==> src/rtl/spi_reg_pkg.sv <==
`timescale 1ns/1ps
// Shared definitions for the SPI register command decoder:
// field widths, command codes, minimum write-strobe hold and FSM states.
package spi_reg_pkg;

   localparam int SPI_ADDR_LENGTH_DEF = 16;
   localparam int SHORT_REG_WD_DEF    = 16;
   localparam int CMD_WD_DEF          = 8;
   localparam int NUM_LIST_DEF        = 3;
   localparam int RD_SETTLE_DEF       = 4;

   localparam logic [7:0] WR_CMD_DEF = 8'h80;
   localparam logic [7:0] RD_CMD_DEF = 8'h3C;

   // The lists resynchronise o_wr_en into slower clocks, so it never pulses shorter than this.
   localparam int WR_HOLD_MIN = 4;

   typedef enum logic [2:0] {
      ST_IDLE,
      ST_CMD,
      ST_ADDR,
      ST_WR_DATA,
      ST_RD_WAIT,
      ST_RD_SHIFT,
      ST_DONE
   } spi_state_e;

   function automatic int maxOf3(input int a, input int b, input int c);
      int m;
      m = a;
      if (b > m) m = b;
      if (c > m) m = c;
      return m;
   endfunction

endpackage

==> src/rtl/spi_reg_cmd_decode_pin_sync.sv <==
`timescale 1ns/1ps
// Brings the asynchronous SPI pins into the clk_sample domain and
// derives single-cycle SCK / CS_n edge pulses from the synchronised samples.
module spi_pin_sync (
   input  logic clk_i,
   input  logic rst_ni,
   input  logic sck_i,
   input  logic cs_n_i,
   input  logic mosi_i,
   output logic sck_rise_o,
   output logic sck_fall_o,
   output logic cs_fall_o,
   output logic cs_rise_o,
   output logic mosi_s_o
);

   logic [2:0] sckPipe_q;
   logic [2:0] csPipe_q;
   logic [2:0] mosiPipe_q;

   // Stages [0],[1] form the synchroniser, [2] is the history used for edge detection.
   // CS_n resets high so leaving reset never looks like the start of a frame.
   always_ff @(posedge clk_i or negedge rst_ni) begin
      if (!rst_ni) begin
         sckPipe_q  <= '0;
         csPipe_q   <= '1;
         mosiPipe_q <= '0;
      end else begin
         sckPipe_q  <= {sckPipe_q[1:0], sck_i};
         csPipe_q   <= {csPipe_q[1:0], cs_n_i};
         mosiPipe_q <= {mosiPipe_q[1:0], mosi_i};
      end
   end

   assign sck_rise_o = sckPipe_q[1] & ~sckPipe_q[2];
   assign sck_fall_o = ~sckPipe_q[1] & sckPipe_q[2];
   assign cs_fall_o  = ~csPipe_q[1] & csPipe_q[2];
   assign cs_rise_o  = csPipe_q[1] & ~csPipe_q[2];
   assign mosi_s_o   = mosiPipe_q[2];

endmodule

==> src/rtl/spi_reg_cmd_decode.sv <==
`timescale 1ns/1ps
// SPI-slave command decoder: parses command/address/data frames from the oversampled pins,
// drives the register-list control levels and returns the selected read word on MISO.
module spi_reg_cmd_decode
   import spi_reg_pkg::*;
#(
   parameter int SPI_ADDR_LENGTH = SPI_ADDR_LENGTH_DEF,
   parameter int SHORT_REG_WD    = SHORT_REG_WD_DEF,
   parameter int CMD_WD          = CMD_WD_DEF,
   parameter int NUM_LIST        = NUM_LIST_DEF,
   parameter int RD_SETTLE       = RD_SETTLE_DEF,
   parameter logic [CMD_WD-1:0] WR_CMD = CMD_WD'(WR_CMD_DEF),
   parameter logic [CMD_WD-1:0] RD_CMD = CMD_WD'(RD_CMD_DEF)
) (
   input  logic                             clk_sample,
   input  logic                             reset_sample_n,
   input  logic                             i_spi_clk,
   input  logic                             i_spi_cs_n,
   input  logic                             i_spi_mosi,
   output logic                             o_spi_miso,
   output logic                             o_wr_en,
   output logic                             o_rd_en,
   output logic                             o_cmd_is_rd,
   output logic [SPI_ADDR_LENGTH-1:0]       ov_addr,
   output logic [SHORT_REG_WD-1:0]          ov_wr_data,
   input  logic [NUM_LIST-1:0]              iv_sel,
   input  logic [NUM_LIST*SHORT_REG_WD-1:0] iv_rd_data
);

   localparam int FIELD_MAX = maxOf3(CMD_WD, SPI_ADDR_LENGTH, SHORT_REG_WD);
   localparam int CNT_W     = $clog2(FIELD_MAX + 1);
   localparam int SET_W     = $clog2(RD_SETTLE + 1);
   localparam int HOLD_W    = $clog2(WR_HOLD_MIN + 1);

   logic sckRise, sckFall, csFall, csRise, mosiS;

   spi_state_e                 state_q;
   logic [CNT_W-1:0]           bitCnt_q, bitCnt_d;
   logic [FIELD_MAX-1:0]       shift_q, shift_d;
   logic [SET_W-1:0]           settle_q;
   logic [HOLD_W-1:0]          hold_q;
   logic                       wrPend_q, wrEn_q, rdEn_q, cmdIsRd_q, miso_q;
   logic [SPI_ADDR_LENGTH-1:0] addr_q;
   logic [SHORT_REG_WD-1:0]    wrData_q;
   logic [SHORT_REG_WD-1:0]    rdWord;

   spi_pin_sync u_pin_sync (
      .clk_i      (clk_sample),
      .rst_ni     (reset_sample_n),
      .sck_i      (i_spi_clk),
      .cs_n_i     (i_spi_cs_n),
      .mosi_i     (i_spi_mosi),
      .sck_rise_o (sckRise),
      .sck_fall_o (sckFall),
      .cs_fall_o  (csFall),
      .cs_rise_o  (csRise),
      .mosi_s_o   (mosiS)
   );

   always_comb begin
      shift_d  = {shift_q[FIELD_MAX-2:0], mosiS};
      bitCnt_d = (bitCnt_q == CNT_W'(FIELD_MAX)) ? bitCnt_q : bitCnt_q + 1'b1;
   end

   // Lists that miss the address drive their sel low; several hits simply OR together.
   always_comb begin
      rdWord = '0;
      for (int k = 0; k < NUM_LIST; k++) begin
         rdWord |= iv_rd_data[k*SHORT_REG_WD +: SHORT_REG_WD] & {SHORT_REG_WD{iv_sel[k]}};
      end
   end

   always_ff @(posedge clk_sample or negedge reset_sample_n) begin
      if (!reset_sample_n) begin
         state_q   <= ST_IDLE;
         bitCnt_q  <= '0;
         shift_q   <= '0;
         settle_q  <= '0;
         hold_q    <= '0;
         wrPend_q  <= 1'b0;
         wrEn_q    <= 1'b0;
         rdEn_q    <= 1'b0;
         cmdIsRd_q <= 1'b0;
         miso_q    <= 1'b0;
         addr_q    <= '0;
         wrData_q  <= '0;
      end else begin
         // The write strobe lives outside the frame FSM so it can outlast an early CS_n release.
         if (wrPend_q) begin
            wrEn_q   <= 1'b1;
            hold_q   <= HOLD_W'(1);
            wrPend_q <= 1'b0;
         end else if (wrEn_q) begin
            if (hold_q < HOLD_W'(WR_HOLD_MIN)) begin
               hold_q <= hold_q + 1'b1;
            end else if (state_q != ST_DONE || csRise) begin
               wrEn_q <= 1'b0;
            end
         end

         if (csRise) begin
            state_q   <= ST_IDLE;
            rdEn_q    <= 1'b0;
            cmdIsRd_q <= 1'b0;
            miso_q    <= 1'b0;
         end else begin
            case (state_q)
               ST_IDLE: begin
                  if (csFall) begin
                     state_q  <= ST_CMD;
                     bitCnt_q <= '0;
                     shift_q  <= '0;
                  end
               end

               ST_CMD: begin
                  if (sckRise) begin
                     if (bitCnt_q == CNT_W'(CMD_WD - 1)) begin
                        bitCnt_q <= '0;
                        shift_q  <= '0;
                        if (shift_d[CMD_WD-1:0] == WR_CMD) begin
                           state_q <= ST_ADDR;
                        end else if (shift_d[CMD_WD-1:0] == RD_CMD) begin
                           state_q   <= ST_ADDR;
                           cmdIsRd_q <= 1'b1;
                        end else begin
                           state_q <= ST_DONE;
                        end
                     end else begin
                        shift_q  <= shift_d;
                        bitCnt_q <= bitCnt_d;
                     end
                  end
               end

               ST_ADDR: begin
                  if (sckRise) begin
                     if (bitCnt_q == CNT_W'(SPI_ADDR_LENGTH - 1)) begin
                        addr_q   <= shift_d[SPI_ADDR_LENGTH-1:0];
                        bitCnt_q <= '0;
                        shift_q  <= '0;
                        if (cmdIsRd_q) begin
                           rdEn_q   <= 1'b1;
                           settle_q <= '0;
                           state_q  <= ST_RD_WAIT;
                        end else begin
                           state_q <= ST_WR_DATA;
                        end
                     end else begin
                        shift_q  <= shift_d;
                        bitCnt_q <= bitCnt_d;
                     end
                  end
               end

               ST_WR_DATA: begin
                  if (sckRise) begin
                     if (bitCnt_q == CNT_W'(SHORT_REG_WD - 1)) begin
                        wrData_q <= shift_d[SHORT_REG_WD-1:0];
                        wrPend_q <= 1'b1;
                        bitCnt_q <= '0;
                        state_q  <= ST_DONE;
                     end else begin
                        shift_q  <= shift_d;
                        bitCnt_q <= bitCnt_d;
                     end
                  end
               end

               ST_RD_WAIT: begin
                  if (settle_q == SET_W'(RD_SETTLE - 1)) begin
                     shift_q  <= FIELD_MAX'(rdWord);
                     miso_q   <= rdWord[SHORT_REG_WD-1];
                     bitCnt_q <= '0;
                     state_q  <= ST_RD_SHIFT;
                  end else begin
                     settle_q <= settle_q + 1'b1;
                  end
               end

               // The MSB is already on MISO; the SCK fall that closes the address is not a shift.
               ST_RD_SHIFT: begin
                  if (sckFall && bitCnt_q != '0) begin
                     shift_q <= shift_q << 1;
                     miso_q  <= shift_q[SHORT_REG_WD-2];
                  end
                  if (sckRise) begin
                     if (bitCnt_q == CNT_W'(SHORT_REG_WD - 1)) begin
                        state_q <= ST_DONE;
                     end else begin
                        bitCnt_q <= bitCnt_d;
                     end
                  end
               end

               ST_DONE: begin
                  state_q <= ST_DONE;
               end

               default: state_q <= ST_IDLE;
            endcase
         end
      end
   end

   assign o_wr_en     = wrEn_q;
   assign o_rd_en     = rdEn_q;
   assign o_cmd_is_rd = cmdIsRd_q;
   assign o_spi_miso  = miso_q;
   assign ov_addr     = addr_q;
   assign ov_wr_data  = wrData_q;

endmodule

==> config.mk <==
export PLATFORM = sky130hd
export DESIGN_NAME = spi_reg_cmd_decode
export DESIGN_NICKNAME = d
export VERILOG_FILES = /design/src/rtl/spi_reg_pkg.sv /design/src/rtl/spi_reg_cmd_decode_pin_sync.sv /design/src/rtl/spi_reg_cmd_decode.sv
export SDC_FILE = /design/constraint.sdc
export NUM_CORES = 1
export LEC_CHECK = 0
export ABC_AREA = 1
export ABC_CLOCK_PERIOD_IN_PS = 2700
export BUFFER_PORTS_ARGS = -buffer_cell sky130_fd_sc_hd__buf_4
export CAP_MARGIN = 20
export CORE_ASPECT_RATIO = 0.6
export CORE_MARGIN = 2
export CORE_UTILIZATION = 56
export CTS_BUF_LIST = sky130_fd_sc_hd__clkbuf_4 sky130_fd_sc_hd__clkbuf_8
export CTS_CLUSTER_DIAMETER = 200
export DETAILED_ROUTE_END_ITERATION = 6
export PLACE_DENSITY_LB_ADDON = 0.2
export SYNTH_ARGS = -nofsm -noshare
export SYNTH_HDL_FRONTEND = slang
export SYNTH_SLANG_ARGS = --single-unit
==> constraint.sdc <==
create_clock -name clk_sample -period 2.7 [get_ports clk_sample]
set_clock_uncertainty 0.05 [all_clocks]
set_input_delay 0 -clock clk_sample [delete_from_list [all_inputs] [get_ports clk_sample]]
set_output_delay 0 -clock clk_sample [all_outputs]
set_load 0.1 [all_outputs]
==> qor.yml <==
nets: 672
synth.avg_cell_area_um2: 7.52
tightestPinTransition_ns: 0.914
place_congestion: 0.920
vias: 3729
synth_warnings: 0
hold-worst-slack_ns: 0.00655
grt_max_degree: 76
clk_latency_ns: 0.36
syn_nets: 577
critPathSlowestCell: "dfrtp_1"
clock_sinks: 75
io_pins: 92
vias_per_cell: 5.33
drt-initial-drc-count: 457
grt_first_pass_wirelength_mm: 15.9
hold_viol: 0
syn_area_mm2: 0.00386
utilization_pct: 73.0
dpl.hpwl_mm: 7.43
crit_top_cell: "nand2_1"
core_mm2: 0.00668
crit-reg2reg-capture: "shift_q[3]"
rsz0062_at_grt: "no"
grt_pass1_vias: 3343
syn_to_final_growth_pct: 26.3
yosysSeqAreaShare_pct: 48.7
max_freq_mhz: 422
period_minus_slack_ns: 2.37
synth_xor_area_share_pct: 0.454
htree_levels: 3
cts_buffers: 9
slew_violations: 0
reg2regPathDepth: 11
clockBufferDepth: 2
status: "finished clean"
ir_drop_mv: 0.377
rrSetupSlack_ns: 0.33
wl_mm: 10.1
track_usage_pct: 27.2
synth_top_family_by_area: "simple AND/OR/NAND/NOR gates"
slew_headroom_pct: 39.1
path_delay_family: "simple AND/OR/NAND/NOR gates"
end_kind: "flip-flop"
antenna_left: 0
dpl.cell_count: 678
min_path_type: "in2reg"
cp_slowest_stage_delay_ns: 0.42
setup_viol: 0
die_width_um: 111
dr.pass1.iters: 4
finalCritPeriodShare_pct: 87.7
synthAdderAreaFrac_pct: 2.59
path_clk_slew_ns: 0.08
r2r_start: "bitCnt_q[0]"
final_cells: 700
routedWlPerCell_um: 14.4
netlist_instances: 513
synth-seq-cells: 75
worstHoldStart: "iv_rd_data[38]"
min_to: "shift_q[6]"
dieArea_mm2: 0.00759
cts_root_buffer: "clkbuf_8"
whs_path_depth: 7
cp_num_buf_inv: 1
powerDensity_mw_per_mm2: 791
antenna_found_initial: 0
crit_arrival_ns: 2.56
synth-compound-area-share_pct: 6.87
yosys.area_share.simple_pct: 34.7
synthDistinctLibCells: 25
num_antenna_cells: 0
path_cells: "ha_1 > nand2_1 > nor2_1 > ha_1 > inv_1 > o21ai_0 > nand3_2 > nand2_1 > nand2_1 > nand2_1 > nand2_1"
synthMuxAreaShare_pct: 0
cts_tree: "done"
worstPathRequired_ns: 2.89
die_y_um: 68.3
worstPathMaxFanout: 14
initial_utilization_pct: 57.8
io_buffers: 91
path_class: "reg2reg"
drive_gt1_share_pct: 21.5
drc_errors: 0
cts_setup_buffers: 0
grt_overflow: 0
startpoint_type: "flip-flop"
p_leak_nw: 2.72
fill_cells: 542
max-cap-violations: 0
finalSetupTns_ns: 0
rows: 23
==> how the worst max path moves through the flow <==
| stage | startpoint | to | slack (ns) | cells past startpoint |
|---|---|---|---|---|
| 2_1_floorplan | bitCnt_q[0] | shift_q[10] | 0.76 | 12 |
| 3_3_place_gp | bitCnt_q[0] | shift_q[1] | 0.59 | 11 |
| 3_5_place_dp | bitCnt_q[0] | shift_q[3] | 0.43 | 11 |
| 4_1_cts | bitCnt_q[0] | shift_q[3] | 0.40 | 11 |
| 5_1_grt | bitCnt_q[0] | shift_q[11] | 0.20 | 11 |
| 6_report | bitCnt_q[0] | shift_q[3] | 0.33 | 11 |
==> layout make-up <==
type	instances	area (µm²)	share of cell area (%)
clock buffers	9	124	2.54
clock inverters	7	121	2.49
inverters	39	146	3.00
multi-input cells	382	1720	35.3
flip-flops and latches	75	1880	38.6
well taps	87	109	2.23
repair buffers	101	773	15.9
==> synthesized netlist by cell type <==
cell / count / area [µm²]
nand2_2: 3 / 18.8
inv_1: 33 / 124
a31oi_1: 2 / 12.5
nand3_4: 2 / 35.0
nand3_2: 3 / 30.0
buf_2: 2 / 10.0
nand2_1: 236 / 886
nor2_4: 2 / 22.5
clkbuf_1: 8 / 30.0
inv_2: 5 / 18.8
ha_1: 8 / 100
a21oi_1: 16 / 80.1
o211ai_1: 1 / 7.51
dfrtp_1: 72 / 1800
nand3_1: 40 / 200
nor2_2: 3 / 18.8
buf_4: 2 / 15.0
nor3_1: 2 / 10.0
buf_6: 5 / 56.3
xor2_1: 2 / 17.5
clkinv_1: 1 / 3.75
nand4_1: 3 / 18.8
nor2_1: 26 / 97.6
dfstp_2: 3 / 78.8
o21ai_0: 33 / 165
==> worst reg2reg max path, delay by kind of cell (launching register included) <==
kind	cells	cell delay, ns
compound gates	1	0.29
fa+ha+maj	2	0.53
buf+inv	1	0.10
flops	1	0.42
simple gates	7	0.86
==> registers in the layout, indices dropped and copies added, names as in the netlist, 3 cells and up <==
| signal | count |
|---|---|
| u_pin_sync.sckPipe_q | 3 |
| state_q | 3 |
| u_pin_sync.mosiPipe_q | 3 |
| shift_q | 15 |
| ov_addr | 16 |
| u_pin_sync.csPipe_q | 3 |
| ov_wr_data | 16 |
| hold_q | 3 |
| bitCnt_q | 5 |
| settle_q | 3 |
==> layout by cell type (no fill, tap or decap) <==
cell type      netlist  layout
nor2_1              26      26
xor2_1               2       2
a21oi_1             16      16
nand3_4              2       2
nor2_4               2       2
dfstp_2              3       3
nand2_2              3       3
nand4_1              3       3
o21ai_0             33      33
bufinv_16            0       3
inv_2                5       5
nand3_2              3       3
clkbuf_8             0       9
clkinv_2             0       1
nand3_1             40      40
clkinv_1             1       1
o211ai_1             1       1
ha_1                 8       8
buf_4                2      95
inv_1               33      33
nor2_2               3       3
dlygate4sd3_1        0       6
nand2_1            236     236
nor3_1               2       2
a31oi_1              2       2
dfrtp_1             72      72
inv_6                0       3
==> report_power, final <==
part           internal (mW)  switching (mW)
logic                  0.404           0.885
registers               1.28           0.221
clock network          0.622           0.441
total                   2.31            1.55
==> per-layer routing <==
metal / GRT usage [%] / part of all wire (%)
met1: 39.3 / 47
met2: 40.5 / 41
met3: 7.71 / 10
met4: 7.87 / 1.3
met5: 0 / 0
==> kinds of logic (layout without fill, tap and decap cells) <==
| family | count (synthesis) | after routing |
|---|---|---|
| adders and majority gates | 8 | 8 |
| xor gates and xnor gates | 2 | 2 |
| DFF | 75 | 75 |
| buffers and inverters | 56 | 156 |
| and+or+nand+nor | 320 | 320 |
| AOI/OAI and AO/OA | 52 | 52 |
==> stage by stage <==
stage	cell area (µm²)	power (mW)	setup slack, ns
floorplan	3860	2.46	0.763
global placement	4570	2.72	0.595
detailed placement	4570	2.77	0.426
CTS	4870	3.85	0.399
global route	4870	4.10	0.195
finish	4870	3.86	0.332
==> what timing repair did <==
item | CTS | global route
resized for setup | 0 | 0
hold endpoints to repair | 77 | 0
hold buffers | 6 | 0
Power figures use the tool's default switching activity.
